**config.mk**
```make
export PLATFORM = sky130hd
export DESIGN_NAME = data_memory_ws
export DESIGN_NICKNAME = d
export VERILOG_FILES = /design/src/rtl/data_memory_ws.sv
export SDC_FILE = /design/constraint.sdc
export NUM_CORES = 2
export LEC_CHECK = 0
export ABC_AREA = 1
export BUFFER_PORTS_ARGS = -buffer_cell sky130_fd_sc_hd__buf_2
export CORE_UTILIZATION = 28
export DETAILED_ROUTE_END_ITERATION = 8
export PLACE_DENSITY_LB_ADDON = 0.05
export RECOVER_POWER = 50
export SYNTH_ARGS = -nofsm -noshare
export SYNTH_HDL_FRONTEND = slang
export SYNTH_SLANG_ARGS = --single-unit
```
**constraint.sdc**
```tcl
create_clock -name clk -period 14.7 [get_ports clk]
set_input_delay 1.47 -clock clk [delete_from_list [all_inputs] [get_ports clk]]
set_output_delay 1.47 -clock clk [all_outputs]
set_load 0.05 [all_outputs]
```
**src/rtl/data_memory_ws.sv**
```systemverilog
// Word-organised data memory with byte/half/word access, registered loads,
// programmable wait states and fault reporting for misaligned/out-of-range accesses.
module data_memory_ws #(
  parameter int DEPTH       = 64,
  parameter int WAIT_STATES = 0,
  parameter bit INIT_FIB    = 1'b1
) (
  input  logic        clk,
  input  logic        rst_n,
  input  logic        MemRead,
  input  logic        MemWrite,
  input  logic [1:0]  size,
  input  logic        unsigned_ld,
  input  logic [31:0] addr,
  input  logic [31:0] write_data,
  output logic [31:0] read_data,
  output logic        rdata_valid,
  output logic        stall,
  output logic        fault
);

  localparam int AW = $clog2(DEPTH);

  typedef enum logic [1:0] {S_IDLE, S_BUSY, S_DONE} state_t;

  state_t      state_q, state_d;
  logic [3:0]  cnt_q, cnt_d;
  logic [31:0] read_data_q, read_data_d;
  logic        rdata_valid_q, fault_q;
  logic        commit;

  // Power-up image only; contents survive rst_n.
  logic [31:0] mem_q [DEPTH] = '{1: (INIT_FIB ? 32'd1 : 32'd0), default: 32'd0};

  logic          req, is_store, is_load;
  logic [AW-1:0] word_idx;
  logic          out_range, misalign, bad;
  logic [31:0]   cur_word, store_word, load_val;
  logic [7:0]    byte_v;
  logic [15:0]   half_v;

  assign req       = MemRead | MemWrite;
  assign is_store  = MemWrite;
  assign is_load   = MemRead & ~MemWrite;
  assign word_idx  = addr[AW+1:2];
  assign out_range = (addr[31:2] >= 30'(DEPTH));
  assign cur_word  = mem_q[word_idx];
  assign bad       = misalign | out_range;

  always_comb begin
    case (size)
      2'b00:   misalign = 1'b0;
      2'b01:   misalign = addr[0];
      default: misalign = (addr[1:0] != 2'b00);
    endcase
  end

  // State register and registered outputs
  always_ff @(posedge clk) begin
    if (!rst_n) begin
      state_q       <= S_IDLE;
      cnt_q         <= 4'd0;
      read_data_q   <= 32'd0;
      rdata_valid_q <= 1'b0;
      fault_q       <= 1'b0;
    end else begin
      state_q       <= state_d;
      cnt_q         <= cnt_d;
      read_data_q   <= read_data_d;
      rdata_valid_q <= commit & is_load;
      fault_q       <= commit & bad;
    end
  end

  always_ff @(posedge clk) begin
    if (rst_n && commit && is_store && !bad) begin
      mem_q[word_idx] <= store_word;
    end
  end

  // Next-state; commit marks the edge that enters DONE
  always_comb begin
    state_d = state_q;
    cnt_d   = cnt_q;
    commit  = 1'b0;
    case (state_q)
      S_IDLE: begin
        if (req) begin
          if (WAIT_STATES == 0) begin
            state_d = S_DONE;
            commit  = 1'b1;
          end else begin
            state_d = S_BUSY;
            cnt_d   = 4'(WAIT_STATES - 1);
          end
        end
      end
      S_BUSY: begin
        if (!req) begin
          state_d = S_IDLE;
          cnt_d   = 4'd0;
        end else if (cnt_q == 4'd0) begin
          state_d = S_DONE;
          commit  = 1'b1;
        end else begin
          cnt_d = cnt_q - 4'd1;
        end
      end
      S_DONE:  state_d = S_IDLE;
      default: state_d = S_IDLE;
    endcase
  end

  always_comb begin
    stall       = req && (state_q != S_DONE);
    read_data   = read_data_q;
    rdata_valid = rdata_valid_q;
    fault       = fault_q;
  end

  always_comb begin
    store_word = cur_word;
    case (size)
      2'b00:   store_word[{addr[1:0], 3'b000} +: 8] = write_data[7:0];
      2'b01:   store_word[{addr[1], 4'b0000} +: 16] = write_data[15:0];
      default: store_word = write_data;
    endcase
  end

  always_comb begin
    byte_v = cur_word[{addr[1:0], 3'b000} +: 8];
    half_v = cur_word[{addr[1], 4'b0000} +: 16];
    case (size)
      2'b00:   load_val = unsigned_ld ? {24'd0, byte_v} : {{24{byte_v[7]}}, byte_v};
      2'b01:   load_val = unsigned_ld ? {16'd0, half_v} : {{16{half_v[15]}}, half_v};
      default: load_val = cur_word;
    endcase
  end

  always_comb begin
    read_data_d = read_data_q;
    if (commit && is_load) begin
      read_data_d = bad ? 32'd0 : load_val;
    end
  end

endmodule

```
== Word level (Yosys, flattened, before mapping) ==
Memories as Yosys holds them, arrays and structs flattened.
Cells that the tools add are included.
Storage, ports and cells
  bits in registers: 40
  memory bits (writable): 2048
  output and inout port bits: 35
  memories: 1
Memory list
  mem_q: words 64, bits a word 32, rd ports 1, clocked after Yosys merged registers in 0, write ports 1, RTL line 33  | logic [31:0] mem_q [DEPTH] = '{1: (INIT_FIB ? 32'd1 : 32'd0), default: 32'd0};
Operators by class
  add/subtract/negate cells: 3
  $lt $le $gt $ge: 1
  eq/ne operators: 6
  shift operators: 6
  multiplexer cells: 20
  bitwise gates (word level): 6
  reduce and logical (&&, ||, !) cells: 12
Operator list (count)
  $pmux 32 s2: 2
  $mux 32: 3
  $bwmux 32: 2
  $shift 16x7->32 const A: 1
  $shift 8x7->32 const A: 1
  $shiftx 16x7->32: 1
  $shiftx 32x6->16: 1
  $shiftx 32x6->8: 1
  $shiftx 8x7->32: 1
  $ge 30x7->1 const B: 1
  $neg 5->7: 2
  $mux 4: 2
  $mux 2: 3
  $ne 2x2->1 const B: 3
  $logic_and 1x1->1: 5
  $mux 1: 5
  $eq 2x1->1 const B: 2
  $logic_not 2->1: 2
  $logic_not 4->1: 1
  $pmux 1 s2: 2
  $pmux 2 s2: 1
  $reduce_and 2->1: 2
  $sub 4x1->4 const B: 1
  $and 1x1->1: 3
  5 further kinds: 6

== Logic depth before layout (Yosys ltp) ==
  depth after elaboration: 9
  gate-level depth with buffers: 19
  mapped depth without buffers: 16

== Least setup slack after synthesis ==
Ideal clock, no wire load.
  path type: input to register
  start point: input addr[1]
  end point: memory mem_q[0][23], data pin
  library setup time: 0.702 ns
  data arrival time: 5.309 ns
  required time: 13.998 ns
  slack: 8.690 ns
  cell stages on the path: 8
  buffers on the path: 2
  cells stage by stage: inv_2 > buf_1 > clkbuf_1 > ha_1 > nand4_1 > nor2_1 > a21oi_1 > o21ai_0
On the way
  word-level cells in the longest chain between the ends: 4
  elaborated cells on any way between the ends: 9
  classes of those cells: add/sub: 2; shift: 4; mux: 3
Ends and longest elaborated chain
  from (decl): RTL line 14  | input logic [31:0] addr,
  $neg 5->7 (on tied branches): RTL line 125, 124
  $shiftx 16x7->32 (tied with other cells): RTL line 125  | 2'b01: store_word[{addr[1], 4'b0000} +: 16] = write_data[15:0];
  $bwmux 32 (on tied branches): RTL line 125, 124
  $pmux 32 s2 *: RTL line 123  | case (size)
  via store_word[23]: RTL line 38  | logic [31:0] cur_word, store_word, load_val;
  to (decl): RTL line 33
Mark *: on every way through the listed nets, which the timed path passes. The rest lies on a longest branch.

== Worst setup path in the final report ==
  start point: input addr[4]
  end point: memory mem_q[3][25], data pin
On the way
  word-level cells in the longest chain between the ends: 3
  elaborated cells on any way between the ends: 4
  classes of those cells: mux: 3; memory: 1
Ends and longest elaborated chain (RTL line)
  $mem_v2 64x32 *
  $bwmux 32 (on tied branches): 125, 124
  $pmux 32 s2 *: 123
  via store_word[25]: 38
Marks and branches as above.

==> flow_metrics.env <==
export IMPL_synth_distinct_cells=51
export IMPL_failed_checks="capacitance limit, slew limit"
export IMPL_ys_top_cells_by_area="edfxtp_1 (75%), nand2_1 (11%), nand4_1 (1.6%)"
export IMPL_required_ps=15300
export IMPL_postSynthCellCount=6483
export IMPL_synthArstFlopShare=0
export IMPL_layout_min_cycle_time_ps=10380
export IMPL_via_per_inst=4.84
export IMPL_syn_area_per_cell_um2=12.7
export IMPL_crit_fanout=76
export IMPL_slew_violations=2218
export IMPL_ir_drop_uv=105
export IMPL_cts_setup_buffers=0
export IMPL_fp_dieW_um=543
export IMPL_synth_top_area_share=0.750
export IMPL_grt_pass1_wl_um=448000
export IMPL_routed_via_count=52300
export IMPL_status="finished with violations"
export IMPL_drt_wl_total_um=329000
export IMPL_die_h_um=543
export IMPL_crit_path_start_kind="primary input"
export IMPL_grt_pass1_vias=51400
export IMPL_relSlewSlack=-2.03
export IMPL_synthFlopType="edfxtp_1"
export IMPL_setup_ws_ps=4320
export IMPL_grt_start_max_net_pins=143
export IMPL_clockRootBuffer="clkbuf_16"
export IMPL_max_clock_freq_ghz=0.0964
export IMPL_tightest_slew_ps=4550
export IMPL_synth_edf_count=2048
export IMPL_place_congestion=0.802
export IMPL_place_worst_setup_slack_ps=7230
export IMPL_dr_pass1_iters=5
export IMPL_ios=106
export IMPL_syn_area_um2=82000
export IMPL_antenna_found_initial=15
export IMPL_cts_tree="done"
export IMPL_yosysWarnings=0
export IMPL_rsz0062_at_grt="false"
export IMPL_htreeDepth=4
export IMPL_dpl_cell_count=10400
export IMPL_holdBufCountCts=0
export IMPL_post_route_util=0.327
export IMPL_core_area_um2=291000
export IMPL_hold_viol=0
export IMPL_fin_worst_skew_ps=65.5
export IMPL_ys_ff_latch=2083
export IMPL_grt_ovfl_total=0
export IMPL_ctsResizeCount=0
export IMPL_io_buffers=105
export IMPL_post_drt_wl_per_cell_um=30.4
export IMPL_layout_nets=6786
export IMPL_end_kind="register"
export IMPL_critical_path_class="primary input to register"
export IMPL_drtIter0Drc=4698
export IMPL_grtUsageTotal=0.221
export IMPL_clock_sinks=2083
export IMPL_finalSetupTns_ps=0
export IMPL_numCtsBuffers=245
export IMPL_clk_insertion_delay_late_ps=920
export IMPL_synth_nets=6559
export IMPL_arrival_ps=10980
export IMPL_power_density_nw_per_um2=140
export IMPL_instances_no_fill=10800
export IMPL_hp_class="register to register"
export IMPL_hold_path_depth=2
export IMPL_power_w=0.0133
export IMPL_post_dp_hpwl_um=175000
export IMPL_cap_violations=75
export IMPL_min_period_over_period=0.706
export IMPL_yosys_area_top_type="edfxtp_1"
export IMPL_path_clk_slew_ps=60
export IMPL_num_rows=198
export IMPL_p_leak_nw=32.8
export IMPL_postRouteAntennaNets=0
export IMPL_cts_max_path_buffers=4
export IMPL_finalSetupViolCount=0
export IMPL_dieArea_um2=295000
export IMPL_drc=0
export IMPL_ys_seq_area_frac=0.758
export IMPL_syn_to_final_growth_pct=15.9
export IMPL_initial_utilization=0.282
export IMPL_r2r_cells=8
export IMPL_drive_gt1_frac=0.0939
-- routing by layer --
| metal | wire (um) | part of all wire | GRT usage |
|---|---|---|---|
| met1 | 152000 | 0.46 | 0.308 |
| met2 | 157000 | 0.48 | 0.367 |
| met5 | 0 | 0 | 0 |
| met4 | 8490 | 0.026 | 0.0572 |
| met3 | 12500 | 0.038 | 0.0210 |
-- metrics by stage --
step	instance area [um^2]	hold slack [ps]
3_3_place_gp	88200	451
5_1_grt	95100	489
6_report	95100	468
4_1_cts	95700	465
3_5_place_dp	88200	455
2_1_floorplan	82000	511
-- registers in the layout, summed over array words and instances, names as in the netlist --
register and flops:
rdata_valid 1, state_q 1, mem_q 2048, fault 1
read_data 32
-- cell families (layout without fill, tap and decap cells) --
family,count (synthesis),after routing,share of synthesized area
flip-flops,2083,2083,0.758
AO/OA/AOI/OAI,677,677,0.0492
other,0,12,0
adder cells (fa/ha/maj),5,5,0.000763
buffers and inverters,556,981,0.0318
AND/OR/NAND/NOR,3162,3162,0.160
-- Yosys cell counts, drive strengths merged, types with 16 or more instances --
cell and number:
a21oi 218, nand4 210, or2 41, clkbuf 56
buf 251, edfxtp 2048, a22oi 161, o21ai 224
nor2 288, nand3 240, dfxtp 35, o211ai 30
inv 245, nand2 2349, o2111ai 16
-- where the power goes --
part	leakage (nW)	switching (W)	internal, W
registers	18.8	0.000000104	0.00665
logic	10.3	0.000651	0.000151
clock network	3.76	0.00249	0.00340
total	32.8	0.00315	0.0102
-- worst max-delay path, stage by stage --
cell and delay, ps:
buf_2 70, buf_4 640, nand2_8 350, nor2_1 2970, clkbuf_1 2150, buf_12 540
nand2_1 130, nand4_1 120, o21ai_0 150, nand2_1 220, nor2_1 80, nand2_1 210
nand2_1 70, o21ai_0 80, nand2_1 70, o2111ai_1 630, buf_4 620
-- placed cells by master (no fill, tap or decap), types with 8 or more instances in the layout --
master | synthesis | final
buf_4 | 34 | 109
nand3_1 | 228 | 235
o21ai_1 | 86 | 79
clkbuf_16 | 0 | 249
a21oi_1 | 211 | 211
edfxtp_1 | 2048 | 2048
nand3b_1 | 12 | 12
a22oi_1 | 161 | 161
inv_1 | 234 | 235
or2_2 | 20 | 20
clkinv_1 | 4 | 62
bufinv_16 | 0 | 18
o211ai_1 | 30 | 30
diode_2 | 0 | 12
nand4_1 | 210 | 210
nor2_1 | 276 | 239
clkbuf_1 | 56 | 149
o2111ai_4 | 0 | 11
clkinv_2 | 0 | 64
o22ai_1 | 8 | 8
o21ai_0 | 137 | 143
buf_12 | 0 | 9
nand2_1 | 2339 | 2340
nor2_4 | 7 | 43
inv_2 | 9 | 8
or2_0 | 13 | 13
buf_2 | 173 | 67
dfxtp_1 | 35 | 35
or2_1 | 8 | 8
-- area by class of cell --
type                            instances  area [um^2]
Multi-Input combinational cell       3844        17800
Antenna cell                           12         30.0
Fill cell                           29000       196000
Inverter                              249          945
Timing Repair Buffer                  287         1730
Sequential cell                      2083        62200
Tap cell                             3900         4880
Clock buffer                          299         6440
Clock inverter                        146         1140
-- final timing paths --
path                                            startpoint                         end  slack (ps)
worst min-delay path            read_data[19]$_SDFFE_PN0P_  read_data[19]$_SDFFE_PN0P_         470
worst max-delay path                               addr[4]      mem_q[3][25]$_DFFE_PP_        4320
worst max register to register     state_q[1]$_SDFFE_PN0P_     mem_q[31][24]$_DFFE_PP_        7170
worst min register to register  read_data[19]$_SDFFE_PN0P_  read_data[19]$_SDFFE_PN0P_         470
(Power assumes the default switching activity.)
